## config.mk

```make
export PLATFORM = sky130hd
export DESIGN_NAME = vga_sync_gen
export DESIGN_NICKNAME = d
export VERILOG_FILES = /design/src/rtl/vga_pkg.sv /design/src/rtl/vga_axis_counter.sv /design/src/rtl/vga_sync_gen.sv
export SDC_FILE = /design/constraint.sdc
export NUM_CORES = 1
export LEC_CHECK = 0
export CAP_MARGIN = 40
export CORE_MARGIN = 2
export CORE_UTILIZATION = 35
export DETAILED_ROUTE_END_ITERATION = 6
export PLACE_DENSITY = 0.62
export SETUP_SLACK_MARGIN = 0.2
export SYNTH_ARGS = -nofsm -noshare
export SYNTH_HDL_FRONTEND = slang
export SYNTH_HIERARCHICAL = 1
export SYNTH_SLANG_ARGS = --single-unit
```

## constraint.sdc

```tcl
create_clock -name clk_in -period 3.4 [get_ports clk_in]
set_input_delay 0.85 -clock clk_in [delete_from_list [all_inputs] [get_ports clk_in]]
set_output_delay 0.85 -clock clk_in [all_outputs]
set_load 0.03 [all_outputs]
```

## src/rtl/vga_pkg.sv

```systemverilog
// ============================================================================
// Module      : vga_pkg
// Description : Shared 640x480@60 timing constants, coordinate width and
//               raster phase encoding for the VGA sync generator.
// Revision    : 1.0 - initial release
// ============================================================================
`default_nettype none

package vga_pkg;

    localparam int c_h_visible = 640;
    localparam int c_h_front   = 16;
    localparam int c_h_sync    = 96;
    localparam int c_h_back    = 48;

    localparam int c_v_visible = 480;
    localparam int c_v_front   = 10;
    localparam int c_v_sync    = 2;
    localparam int c_v_back    = 33;

    localparam int c_h_total = c_h_visible + c_h_front + c_h_sync + c_h_back;
    localparam int c_v_total = c_v_visible + c_v_front + c_v_sync + c_v_back;

    localparam int c_coord_w = 10;

    typedef enum logic [1:0] {
        PH_ACTIVE = 2'd0,
        PH_FRONT  = 2'd1,
        PH_SYNC   = 2'd2,
        PH_BACK   = 2'd3
    } phase_t;

endpackage

`default_nettype wire

```

## src/rtl/vga_axis_counter.sv

```systemverilog
// ============================================================================
// Module      : vga_axis_counter
// Description : Wrap-around raster axis counter with enable, terminal-count
//               flag and ACTIVE/FRONT/SYNC/BACK phase decode.
// Revision    : 1.0 - initial release
// ============================================================================
`default_nettype none

module vga_axis_counter
    import vga_pkg::*;
#(
    parameter int VISIBLE = c_h_visible,
    parameter int FRONT   = c_h_front,
    parameter int SYNC    = c_h_sync,
    parameter int BACK    = c_h_back,
    parameter int WIDTH   = c_coord_w
) (
    input  logic             clk_in,
    input  logic             rst,
    input  logic             en,
    output logic [WIDTH-1:0] count,
    output logic             tc,
    output logic [1:0]       phase
);

    localparam int c_total = VISIBLE + FRONT + SYNC + BACK;

    localparam logic [WIDTH-1:0] c_last       = WIDTH'(c_total - 1);
    localparam logic [WIDTH-1:0] c_sync_start = WIDTH'(VISIBLE + FRONT);
    localparam logic [WIDTH-1:0] c_back_start = WIDTH'(VISIBLE + FRONT + SYNC);
    localparam logic [WIDTH-1:0] c_vis_end    = WIDTH'(VISIBLE);

    logic [WIDTH-1:0] r_count;
    logic             w_tc;
    phase_t           w_phase;

    assign w_tc = (r_count == c_last);

    always_ff @(posedge clk_in or negedge rst) begin
        if (!rst) begin
            r_count <= '0;
        end else if (en) begin
            r_count <= w_tc ? '0 : r_count + 1'b1;
        end
    end

    always_comb begin
        w_phase = PH_ACTIVE;
        if (r_count < c_vis_end) begin
            w_phase = PH_ACTIVE;
        end else if (r_count < c_sync_start) begin
            w_phase = PH_FRONT;
        end else if (r_count < c_back_start) begin
            w_phase = PH_SYNC;
        end else begin
            w_phase = PH_BACK;
        end
    end

    assign count = r_count;
    assign tc    = w_tc;
    assign phase = w_phase;

endmodule

`default_nettype wire

```

## src/rtl/vga_sync_gen.sv

```systemverilog
// ============================================================================
// Module      : vga_sync_gen
// Description : VGA raster timing generator producing registered syncs,
//               visible flag, pixel coordinates and line/frame strobes.
//               Optional frame counter output enabled by VGA_SYNC_FRAME_CNT_EN.
// Revision    : 1.0 - initial release
// ============================================================================
`default_nettype none

module vga_sync_gen
    import vga_pkg::*;
#(
    parameter int H_VISIBLE = c_h_visible,
    parameter int H_FRONT   = c_h_front,
    parameter int H_SYNC    = c_h_sync,
    parameter int H_BACK    = c_h_back,
    parameter int V_VISIBLE = c_v_visible,
    parameter int V_FRONT   = c_v_front,
    parameter int V_SYNC    = c_v_sync,
    parameter int V_BACK    = c_v_back
) (
    input  logic                 clk_in,
    input  logic                 rst,
    output logic                 hsync,
    output logic                 vsync,
    output logic                 video_on,
    output logic [c_coord_w-1:0] pixel_x,
    output logic [c_coord_w-1:0] pixel_y,
    output logic                 line_start,
    output logic                 frame_start
`ifdef VGA_SYNC_FRAME_CNT_EN
    ,
    output logic [7:0]           frame_cnt
`endif
);

    logic [c_coord_w-1:0] w_h_cnt;
    logic [c_coord_w-1:0] w_v_cnt;
    logic                 w_h_tc;
    logic                 w_v_tc_unused;
    logic [1:0]           w_h_phase;
    logic [1:0]           w_v_phase;
    logic                 w_frame_origin;

    logic                 r_hsync;
    logic                 r_vsync;
    logic                 r_video_on;
    logic [c_coord_w-1:0] r_pixel_x;
    logic [c_coord_w-1:0] r_pixel_y;
    logic                 r_line_start;
    logic                 r_frame_start;

    vga_axis_counter #(
        .VISIBLE (H_VISIBLE),
        .FRONT   (H_FRONT),
        .SYNC    (H_SYNC),
        .BACK    (H_BACK),
        .WIDTH   (c_coord_w)
    ) u_h_axis (
        .clk_in  (clk_in),
        .rst     (rst),
        .en      (1'b1),
        .count   (w_h_cnt),
        .tc      (w_h_tc),
        .phase   (w_h_phase)
    );

    // Vertical axis advances once per completed line.
    vga_axis_counter #(
        .VISIBLE (V_VISIBLE),
        .FRONT   (V_FRONT),
        .SYNC    (V_SYNC),
        .BACK    (V_BACK),
        .WIDTH   (c_coord_w)
    ) u_v_axis (
        .clk_in  (clk_in),
        .rst     (rst),
        .en      (w_h_tc),
        .count   (w_v_cnt),
        .tc      (w_v_tc_unused),
        .phase   (w_v_phase)
    );

    assign w_frame_origin = (w_h_cnt == '0) && (w_v_cnt == '0);

    always_ff @(posedge clk_in or negedge rst) begin
        if (!rst) begin
            r_hsync       <= 1'b1;
            r_vsync       <= 1'b1;
            r_video_on    <= 1'b0;
            r_pixel_x     <= '0;
            r_pixel_y     <= '0;
            r_line_start  <= 1'b0;
            r_frame_start <= 1'b0;
        end else begin
            r_hsync       <= (w_h_phase != PH_SYNC);
            r_vsync       <= (w_v_phase != PH_SYNC);
            r_video_on    <= (w_h_phase == PH_ACTIVE) && (w_v_phase == PH_ACTIVE);
            r_pixel_x     <= w_h_cnt;
            r_pixel_y     <= w_v_cnt;
            r_line_start  <= (w_h_cnt == '0);
            r_frame_start <= w_frame_origin;
        end
    end

    assign hsync       = r_hsync;
    assign vsync       = r_vsync;
    assign video_on    = r_video_on;
    assign pixel_x     = r_pixel_x;
    assign pixel_y     = r_pixel_y;
    assign line_start  = r_line_start;
    assign frame_start = r_frame_start;

`ifdef VGA_SYNC_FRAME_CNT_EN
    logic [7:0] r_frame_cnt;
    logic       r_first_frame;

    // The first frame after reset is frame 0; later frame starts advance.
    always_ff @(posedge clk_in or negedge rst) begin
        if (!rst) begin
            r_frame_cnt   <= 8'd0;
            r_first_frame <= 1'b1;
        end else if (w_frame_origin) begin
            if (r_first_frame) begin
                r_first_frame <= 1'b0;
            end else begin
                r_frame_cnt <= r_frame_cnt + 8'd1;
            end
        end
    end

    assign frame_cnt = r_frame_cnt;
`endif

endmodule

`default_nettype wire

```

## Yosys cells after proc, flatten, opt, wreduce, memory -nomap -nowiden

Index checks and enable logic that the tools add are counted.

- Equality and inequality tests: 4
- $lt $le $gt $ge: 6
- Reduce and logical (&&, ||, !) cells: 6
- Muxes and demuxes: 8
- $add $sub $neg: 2

Operators with widths:

| operator | count |
|---|---|
| 10-bit < comparator (second input constant) | 3 |
| 10-bit by 9-bit < comparator with 1-bit output (second input constant) | 3 |
| 10-bit by 1-bit adder with 10-bit output (second input constant) | 2 |
| 10-bit == test (second input constant) | 2 |
| 10-bit zero test | 2 |
| 10-bit 2-to-1 mux | 2 |
| 2-bit 2-to-1 mux | 4 |
| 2-bit zero test | 2 |
| 2-bit inequality test (second input constant) | 2 |
| 1-bit logical AND | 2 |
| 1-bit 2-to-1 mux | 2 |

- Input bits: 2
- Register bits after elaboration: 45

## Longest topological paths before layout

Gate-level depths: netlist of run 1.

- Depth in word-level cells: 6
- Mapped depth: 7

## Hierarchy

The synthesis of run 1 kept the hierarchy.

Modules (own cells, without submodules):

| module | area an instance (um^2) | seq. area each (um^2) | times used | cells each |
|---|---|---|---|---|
| vga_sync_gen | 715.7 | 628.1 | 1 | 36 |
| vga_axis_counter (u_v_axis) | 579.3 | 250.2 | 1 | 56 |
| vga_axis_counter (u_h_axis) | 573.0 | 250.2 | 1 | 57 |

## Worst setup path before layout of run 1

No wires, ideal clock.

- Kind: reg-to-reg
- Start: reg u_h_axis.r_count[5] (netlist: u_h_axis/count[5])
- End: reg u_v_axis.r_count[9] (netlist: u_v_axis/count[9])
- Data arrival time: 2.309 ns
- Setup time: 0.082 ns
- Slack: 1.008 ns
- Stages on the path, launching flop included: 8
- Clock period less this slack: 2.392 ns
- Path buffers: 2
- Cell sequence: dfrtp_1 > buf_2 > or4b_4 > nor4_4 > buf_2 > nand4_1 > or4_4 > a22oi_2

- Cells in the longest elaborated chain, start to end: 1

RTL lines:

| what | line | source |
|---|---|---|
| start: declaration | vga_axis_counter.sv:33 | `logic [WIDTH-1:0] r_count;` |
| start signal: assignment | vga_axis_counter.sv:43 | `r_count <= w_tc ? '0 : r_count + 1'b1;` |
| 10-bit == test | vga_axis_counter.sv:37 | `assign w_tc = (r_count == c_last);` |
| named net w_h_tc | vga_sync_gen.sv:39 | `logic w_h_tc;` |
| end signal: assignment | vga_axis_counter.sv:43 |  |
| end: declaration | vga_axis_counter.sv:33 |  |

The timed path passes the listed nets, and every way through them passes these cells.
A chain may end at the register's enable or synchronous reset.

## Final worst setup path of run 1

- Start: reg u_h_axis.r_count[6] (netlist: u_h_axis/count[6])
- End: reg u_v_axis.r_count[9] (netlist: u_v_axis/count[9])

Same word-level chain as after synthesis.

==> impl_metrics.toml, run 1 <==
[status]
status = "finished, final reports clean"

[cts]
hold_buffers = 0
clockRootBuffer = "clkbuf_8"
cts_htree_levels = 2
clock_latency_ps = 300
cts.clk_slew.worst_paths_ps = 90
clkSinkCount = 45
cts_tree = "done"
postCtsResizedCells = 0
clockBufferDepth = 2
cts_buffers = 5
post_cts_buffers = 0

[worst_setup_path]
worstPathRequired_ps = 3630
cp_top_family = "simple AND/OR/NAND/NOR gates"
criticalPathCategory = "flop to flop"
worstRegToRegCells = 6
setup.worst_path.start_class = "flop"
max_stage_delay_ps = 610
slowest_stage = "or4b_4"
cp-end-kind = "flop"
worst-path-buf-inv = 1
cp_num_cells = 6
worstPathCellList = "or4b_4 > nor4_4 > buf_4 > nand4_1 > or4_4 > a22oi_2"
crit_fanout = 12
arrival_ps = 2690

[die]
dieArea_mm2 = 0.00594
io_pins = 27
die_x_um = 77.1
core_area_mm2 = 0.00514
die_h_um = 77.1
rows = 26
start_util = 0.363

[detailed_routing]
post_drt_via_cell_ratio = 4.89
num_vias = 1271
routed-wl-met3_um = 152
drt_iter0_drc = 107
drt-wirelength-per-cell_um = 13.1
drc = 0
met1_length_mm = 1.56
wl_met2_mm = 1.61
drtAntennaViolNets = 0
drt-total-wl_mm = 3.40
routed.top_layer = "met4"
first_pass_iters = 4

[place]
dp.final_hpwl_mm = 2.37
place.gp.congestion = 0.846
portBuffers = 26

[sta]
finalMaxSlewViolations = 0
finClkSkew_ps = 6.98
post-route-min-period_ps = 2460
slew_headroom = 0.641
finalHoldViolations = 0
holdWs_ps = 498
setup_viol = 0
finalSetupTns_ps = 0
final.period_utilization = 0.723
tightest_slew_ps = 538
fmax_mhz = 407
rsz0062_at_grt = "false"

[logic_synthesis]
yosysMostFrequentCell = "dfrtp_1"
yosysTopAreaCell = "dfrtp_1"
async_flop_share = 1.00
synth_top_area_frac = 0.576
ys_ff_latch = 45
syn_area_mm2 = 0.00187
syn_inst = 149
yosysWarnings = 6
synth_flop_cell = "dfrtp_1"
synth-edff-count = 0
avgSynthCellArea_um2 = 12.5
yosys-top-cells-count = "dfrtp_1, nand2_1, nand2b_1, nand3_1, inv_1"
seq_area_frac_synth = 0.604
ys_types = 41
netlist_top_cells_area = "dfrtp_1, nor4_4, dfstp_2"

[global_route]
grt_max_degree = 25
grt_pass1_vias = 1279
antenna_found_initial = 0
grt_first_pass_wirelength_mm = 5.98
grt_overflow_total = 0
track_usage = 0.129

[finish]
area_growth_pct = 28.3
nFillCells = 493
nets = 194
antenna_cells = 0
drive_gt1_frac = 0.132

[power_and_ir_drop]
p_per_area_mw_per_mm2 = 585
leakagePower_nw = 1.04
peakVddDrop_mv = 0.244

[worst_hold_path]
min_path_cells = 0
worstHoldPathType = "flop to flop"

[flow_run]
drv_cap = 0
cells by family after synthesis:
group           synth area share
other cells              0.00201
compound gates            0.0790
simple gates               0.229
fa+ha+maj                 0.0201
xor+xnor                  0.0422
flops                      0.604
mux                      0.00603
buf+inv                   0.0174
state kept, by name (all words and copies together), names as in the netlist:
signal and count:
pixel_x 10, pixel_y 10, u_h_axis/count 10, u_v_axis/count 10, frame_start 1, hsync 1
line_start 1, video_on 1, vsync 1
final cells by class:
class	count	area [um^2]	share of cell area
Clock buffer	5	68.8	0.0287
Inverter	6	22.5	0.00940
Multi-Input combinational cell	103	733	0.306
Sequential cell	45	1130	0.471
Tap cell	70	87.6	0.0366
Clock inverter	3	65.1	0.0272
Timing Repair Buffer	28	290	0.121
cells in the final DEF (no fill, tap or decap), drive strengths merged:
cell type	n
a22oi	1
o22ai	2
a2bb2oi	1
clkdlybuf4s50	25
o21bai	2
clkbuf	5
o21a	2
nand3	9
and2	1
o21ai	6
nor2	4
clkinv	1
or3	2
dfstp	2
conb	8
inv	6
or3b	1
or4b	1
ha	3
and3	4
nand4b	1
nand2b	8
and4	1
or4	5
o31ai	3
nor4	6
buf	3
mux2	1
nor3	5
o311ai	1
dfrtp	43
nand2	8
a21oi	3
bufinv	2
xnor2	5
xor2	4
a21boi	1
nand4	4
report_power, final:
group	leakage (nW)	total, mW	internal [mW]	switching [mW]
clock network	0.0681	0.469	0.292	0.178
registers	0.596	0.670	0.598	0.0718
logic	0.373	0.262	0.114	0.148
metrics by stage:
step | cell area, um^2 | utilization | setup WS [ps] | instances | total power, mW
floorplan | 1890 | - | 1010 | 156 | 0.833
finish | 2400 | 0.466 | 940 | 260 | 1.40
global route | 2400 | 0.466 | 838 | 260 | 1.47
CTS | 2400 | 0.466 | 941 | 260 | 1.42
global placement | 2230 | 0.435 | 1010 | 251 | 0.937
detailed placement | 2260 | 0.440 | 955 | 252 | 0.946
per-layer routing:
layer	track usage	vias to the layer above
met5	0	-
met4	0.0661	0
met3	0.0365	6
met2	0.208	38
met1	0.158	617
li1	-	610
final timing paths:
check                                         startpoint                            end  slack [ps]
max reg2reg                u_h_axis/count[6]$_DFFE_PN0P_  u_v_axis/count[9]$_DFFE_PN0P_         940
max in group asynchronous                            rst           pixel_y[6]$_DFF_PN0_        2380
min                        u_h_axis/count[1]$_DFFE_PN0P_           pixel_x[1]$_DFF_PN0_         500
min reg2reg                u_h_axis/count[1]$_DFFE_PN0P_           pixel_x[1]$_DFF_PN0_         500
max                        u_h_axis/count[6]$_DFFE_PN0P_  u_v_axis/count[9]$_DFFE_PN0P_         940
min in group asynchronous                            rst           pixel_x[2]$_DFF_PN0_         520
Power figures use the tool's default switching activity.
==> inputs of run 2 (changes only) <==
--- a/config.mk
+++ b/config.mk
@@ -9,7 +9,7 @@
 export CORE_MARGIN = 2
 export CORE_UTILIZATION = 35
 export DETAILED_ROUTE_END_ITERATION = 6
-export PLACE_DENSITY = 0.62
+export PLACE_DENSITY = 0.64
 export SETUP_SLACK_MARGIN = 0.2
 export SYNTH_ARGS = -nofsm -noshare
 export SYNTH_HDL_FRONTEND = slang
==> constraint.sdc (replaced) <==
create_clock -name clk_in -period 2.1 [get_ports clk_in]
set_input_delay 0.525 -clock clk_in [delete_from_list [all_inputs] [get_ports clk_in]]
set_output_delay 0.525 -clock clk_in [all_outputs]
set_load 0.03 [all_outputs]
==> impl_metrics.toml, run 2 (synthesis results as in run 1) <==
[status]
status = "finished, final reports clean"

[cts]
cts_htree_levels = 2
clockRootBuffer = "clkbuf_8"
cts.clk_slew.worst_paths_ps = 80
cts_tree = "done"
hold_buffers = 0
clock_latency_ps = 300
clkSinkCount = 45
clockBufferDepth = 2
cts_buffers = 5

[worst_setup_path]
worst-path-buf-inv = 0
worstPathCellList = "or4b_4 > nor4_4 > nand4_1 > or4_4 > a22oi_2"
cp-end-kind = "flop"
setup.worst_path.start_class = "flop"
cp_num_cells = 5
arrival_ps = 2180
crit_fanout = 4
r2r_end = "u_v_axis/count[9]$_DFFE_PN0P_"
slowest_stage = "or4b_4"
startpoint = "u_h_axis/count[6]$_DFFE_PN0P_"
endpoint = "u_v_axis/count[9]$_DFFE_PN0P_"
cp_top_family = "simple AND/OR/NAND/NOR gates"
reg2reg_setup_slack_ps = 140
max_stage_delay_ps = 560
criticalPathCategory = "flop to flop"
worstPathRequired_ps = 2320
regToRegStartpoint = "u_h_axis/count[6]$_DFFE_PN0P_"
worstRegToRegCells = 5

[power_and_ir_drop]
p_per_area_mw_per_mm2 = 882
swShare = 0.297
p_sw_mw = 0.663
p_comb_frac = 0.228
leakagePower_nw = 1.12
power.internal_mw = 1.57
p_seq_frac = 0.469
peakVddDrop_mv = 0.401
pwr-share-clk = 0.304
power_mw = 2.24

[finish]
final_common_cell = "dfrtp_1"
area_growth_pct = 35.7
nFillCells = 484
drive_gt1_frac = 0.230
layout_common_cells = "dfrtp_1, clkdlybuf4s50_1, buf_4"
regArea_mm2 = 0.00113
multi_input_area_um2 = 787
nets = 208
stdcell_area_mm2 = 0.00253
antenna_cells = 0

[sta]
finalHoldViolations = 0
final.period_utilization = 0.934
tightest_slew_ps = 528
fmax_mhz = 510
worst_slack_ps = 139
finClkSkew_ps = 3.03
post-route-min-period_ps = 1960
finalMaxSlewViolations = 0
rsz0062_at_grt = "true"
slew_headroom = 0.648
setup_viol = 0

[detailed_routing]
drt-total-wl_mm = 3.73
num_vias = 1319
drt-wirelength-per-cell_um = 13.6
drtAntennaViolNets = 0
drc = 0
first_pass_iters = 4
drt_iter0_drc = 83
post_drt_via_cell_ratio = 4.81

[global_route]
grt_max_degree = 25
grt_overflow_total = 0
track_usage = 0.138
grt_first_pass_wirelength_mm = 6.44
antenna_found_initial = 0
grt_pass1_vias = 1355

[place]
portBuffers = 26
placed_area_mm2 = 0.00231
place.gp.congestion = 0.767
pre_cts_slack_ps = 90.8
dp.final_hpwl_mm = 2.43

[die]
die_h_um = 77.1
rows = 26
start_util = 0.363
core_area_mm2 = 0.00514
dieArea_mm2 = 0.00594
die_x_um = 77.1
io_pins = 27

[worst_hold_path]
worstHoldPathType = "input port to async pin"

[flow_run]
drv_cap = 0
run 2: cell types whose count changed in the layout (fill, tap and decap cells not counted), sizes merged:
cell / delta
clkbuf: +1
clkinv: -1
dlygate4sd2: +2
clkinvlp: +1
bufinv: -1
clkdlybuf4s50: -2
buf: +14
run 2: routing by layer:
layer,wire length [um],global-route usage,part of all wire,vias to the layer above
met5,0,0,0,-
met4,85,0.0732,0.023,0
met3,121,0.0318,0.032,7
met2,1780,0.218,0.48,27
met1,1750,0.177,0.47,648
li1,-,-,-,637
run 2: power by group through the flow:
stage / registers, mW / clock network [mW] / logic, mW
global placement: 1.06 / 0 / 0.508
finish: 1.05 / 0.679 / 0.509
CTS: 1.05 / 0.699 / 0.514
global route: 1.06 / 0.731 / 0.554
detailed placement: 1.07 / 0 / 0.511
floorplan: 1.19 / 0 / 0.169
run 2: how the worst min path moves through the flow:
stage / endpoint / slack [ps] / depth (start not counted)
floorplan: frame_start$_DFF_PN0_ / 230 / 0
global placement: pixel_y[9]$_DFF_PN0_ / 480 / 0
detailed placement: pixel_y[9]$_DFF_PN0_ / 490 / 0
CTS: pixel_x[6]$_DFF_PN0_ / 200 / 1
global route: pixel_x[6]$_DFF_PN0_ / 230 / 1
finish: u_h_axis/count[7]$_DFFE_PN0P_ / 200 / 1
run 2: what timing repair did:
item                       4_1_cts  5_1_grt
gates resized for setup          4       11
setup endpoints to repair        6        6
setup buffers                    4        2
pin swaps                        1        4
run 2: per-stage QoR:
step | utilization | instances | TNS, ps | hold slack, ps
2_1_floorplan | - | 156 | -113 | 229
3_3_place_gp | 0.450 | 260 | 0 | 482
3_5_place_dp | 0.450 | 260 | 0 | 492
4_1_cts | 0.480 | 272 | 0 | 204
5_1_grt | 0.493 | 274 | 0 | 225
6_report | 0.493 | 274 | 0 | 197
run 2: final cells by class:
type,instances,area share
inverters,6,0.00888
clock inverters,2,0.0148
multi-input cells,103,0.310
well taps,70,0.0346
repair buffers,42,0.154
clock buffers,6,0.0326
flip-flops and latches,45,0.445
==> inputs of run 3 (changes only) <==
--- a/config.mk
+++ b/config.mk
@@ -6,6 +6,7 @@
 export NUM_CORES = 1
 export LEC_CHECK = 0
 export CAP_MARGIN = 40
+export CORE_ASPECT_RATIO = 1.25
 export CORE_MARGIN = 2
 export CORE_UTILIZATION = 35
 export DETAILED_ROUTE_END_ITERATION = 6
==> impl_metrics.toml, run 3 (synthesis results as in run 1) <==
[status]
status = "finished, final reports clean"

[worst_setup_path]
cp-end-kind = "flop"
max_stage_delay_ps = 550
slowest_stage = "or4b_4"
worstPathRequired_ps = 2320
worstPathCellList = "or4b_4 > nor4_4 > nand4_1 > or4_4 > a22oi_2"
arrival_ps = 2130
r2r_end = "u_v_axis/count[9]$_DFFE_PN0P_"
regToRegStartpoint = "u_h_axis/count[6]$_DFFE_PN0P_"
reg2reg_setup_slack_ps = 180
cp_top_family = "simple AND/OR/NAND/NOR gates"
worst-path-buf-inv = 0
criticalPathCategory = "flop to flop"
crit_fanout = 3
setup.worst_path.start_class = "flop"
worstRegToRegCells = 5

[finish]
nets = 206
layout_common_cells = "dfrtp_1, clkdlybuf4s50_1, buf_4"
fin_cells = 264
final_common_cell = "dfrtp_1"
final_util = 0.486
antenna_cells = 0
drive_gt1_frac = 0.213
area_growth_pct = 33.2

[die]
io_pins = 27
rows = 29
start_util = 0.365
dieArea_mm2 = 0.00594
die_h_um = 85.7
die_x_um = 69.3
core_area_mm2 = 0.00512

[place]
dp.cells = 253
dp.final_hpwl_mm = 2.29
portBuffers = 26
place.gp.congestion = 0.750

[power_and_ir_drop]
p_sw_mw = 0.637
power_mw = 2.21
p_seq_frac = 0.474
power.internal_mw = 1.57
pwr-share-clk = 0.299
p_comb_frac = 0.227
peakVddDrop_mv = 0.361
swShare = 0.288
p_per_area_mw_per_mm2 = 888
leakagePower_nw = 1.10

[detailed_routing]
post_drt_via_cell_ratio = 4.90
drtAntennaViolNets = 0
drt_iter0_drc = 69
first_pass_iters = 4
drc = 0
num_vias = 1293
drt-wirelength-per-cell_um = 13.0
drt-total-wl_mm = 3.43

[cts]
clockRootBuffer = "clkbuf_8"
cts_buffers = 5
hold_buffers = 0
cts_htree_levels = 2
clockBufferDepth = 2
clock_latency_ps = 290
cts.clk_slew.worst_paths_ps = 80
clkSinkCount = 45
cts_tree = "done"

[worst_hold_path]
worstHoldPathType = "input port to async pin"

[sta]
finalMaxSlewViolations = 0
finalHoldViolations = 0
setup_viol = 0
final.period_utilization = 0.913
holdWs_ps = 198
finalSetupTns_ps = 0
fmax_mhz = 522
post-route-min-period_ps = 1920
rsz0062_at_grt = "true"
finClkSkew_ps = 9.18

[flow_run]
drv_cap = 0

[global_route]
grt_max_degree = 46
grt_pass1_vias = 1293
grt_overflow_total = 0
grt_first_pass_wirelength_mm = 6.22
antenna_found_initial = 0
track_usage = 0.132
## run 3: how the worst max path moves through the flow
stage,start,to,slack [ps],cells past startpoint
after floorplan,u_h_axis/count[5]$_DFFE_PN0P_,u_v_axis/count[9]$_DFFE_PN0P_,-110,7
after global placement,u_h_axis/count[6]$_DFFE_PN0P_,u_v_axis/count[6]$_DFFE_PN0P_,190,6
after detailed placement,u_h_axis/count[6]$_DFFE_PN0P_,u_v_axis/count[6]$_DFFE_PN0P_,160,6
after CTS,u_h_axis/count[6]$_DFFE_PN0P_,u_v_axis/count[9]$_DFFE_PN0P_,180,5
after global routing,u_h_axis/count[6]$_DFFE_PN0P_,u_v_axis/count[9]$_DFFE_PN0P_,90,5
final,u_h_axis/count[6]$_DFFE_PN0P_,u_v_axis/count[9]$_DFFE_PN0P_,180,5
## run 3: final cells by class
class	instances	area, um^2
Timing Repair Buffer	40	370
Multi-Input combinational cell	103	773
Inverter	6	22.5
Clock buffer	7	86.3
Clock inverter	1	30.0
Tap cell	62	77.6
Sequential cell	45	1130
Fill cell	456	2630
## run 3: power groups by stage
| stage | clock [mW] | sequential, mW | combinational [mW] |
|---|---|---|---|
| finish | 0.662 | 1.05 | 0.501 |
| global route | 0.719 | 1.06 | 0.543 |
| CTS | 0.683 | 1.05 | 0.508 |
| detailed placement | 0 | 1.07 | 0.505 |
| global placement | 0 | 1.07 | 0.504 |
| floorplan | 0 | 1.19 | 0.169 |
## run 3: routing by layer
metal  vias up  share of wire  global-route usage
met5         -              0                   0
met4         0          0.023              0.0802
met3         5          0.031              0.0176
met2        28           0.49               0.207
met1       623           0.45               0.176
li1        637              -                   -
## run 3: what timing repair did
| action | in CTS | in global routing |
|---|---|---|
| cloned | 0 | 0 |
| setup buffers | 3 | 0 |
| gates resized for setup | 5 | 6 |
| setup endpoints to repair | 7 | 7 |
| pin swaps | 1 | 3 |
| endpoints found under the hold margin | 0 | 0 |
## run 3: per-stage QoR
| stage | area, um^2 | setup WS [ps] |
|---|---|---|
| final | 2490 | 183 |
| after global routing | 2490 | 94.5 |
| after CTS | 2460 | 177 |
| after detailed placement | 2310 | 155 |
| after global placement | 2310 | 186 |
| after floorplan | 1900 | -113 |
## run 3: worst reg2reg max path, delay by kind of cell, from the launching register on
kind,cells,cell delay [ps]
AND/OR/NAND/NOR,4,1320
flip-flops,1,380
AO/OA/AOI/OAI,1,130
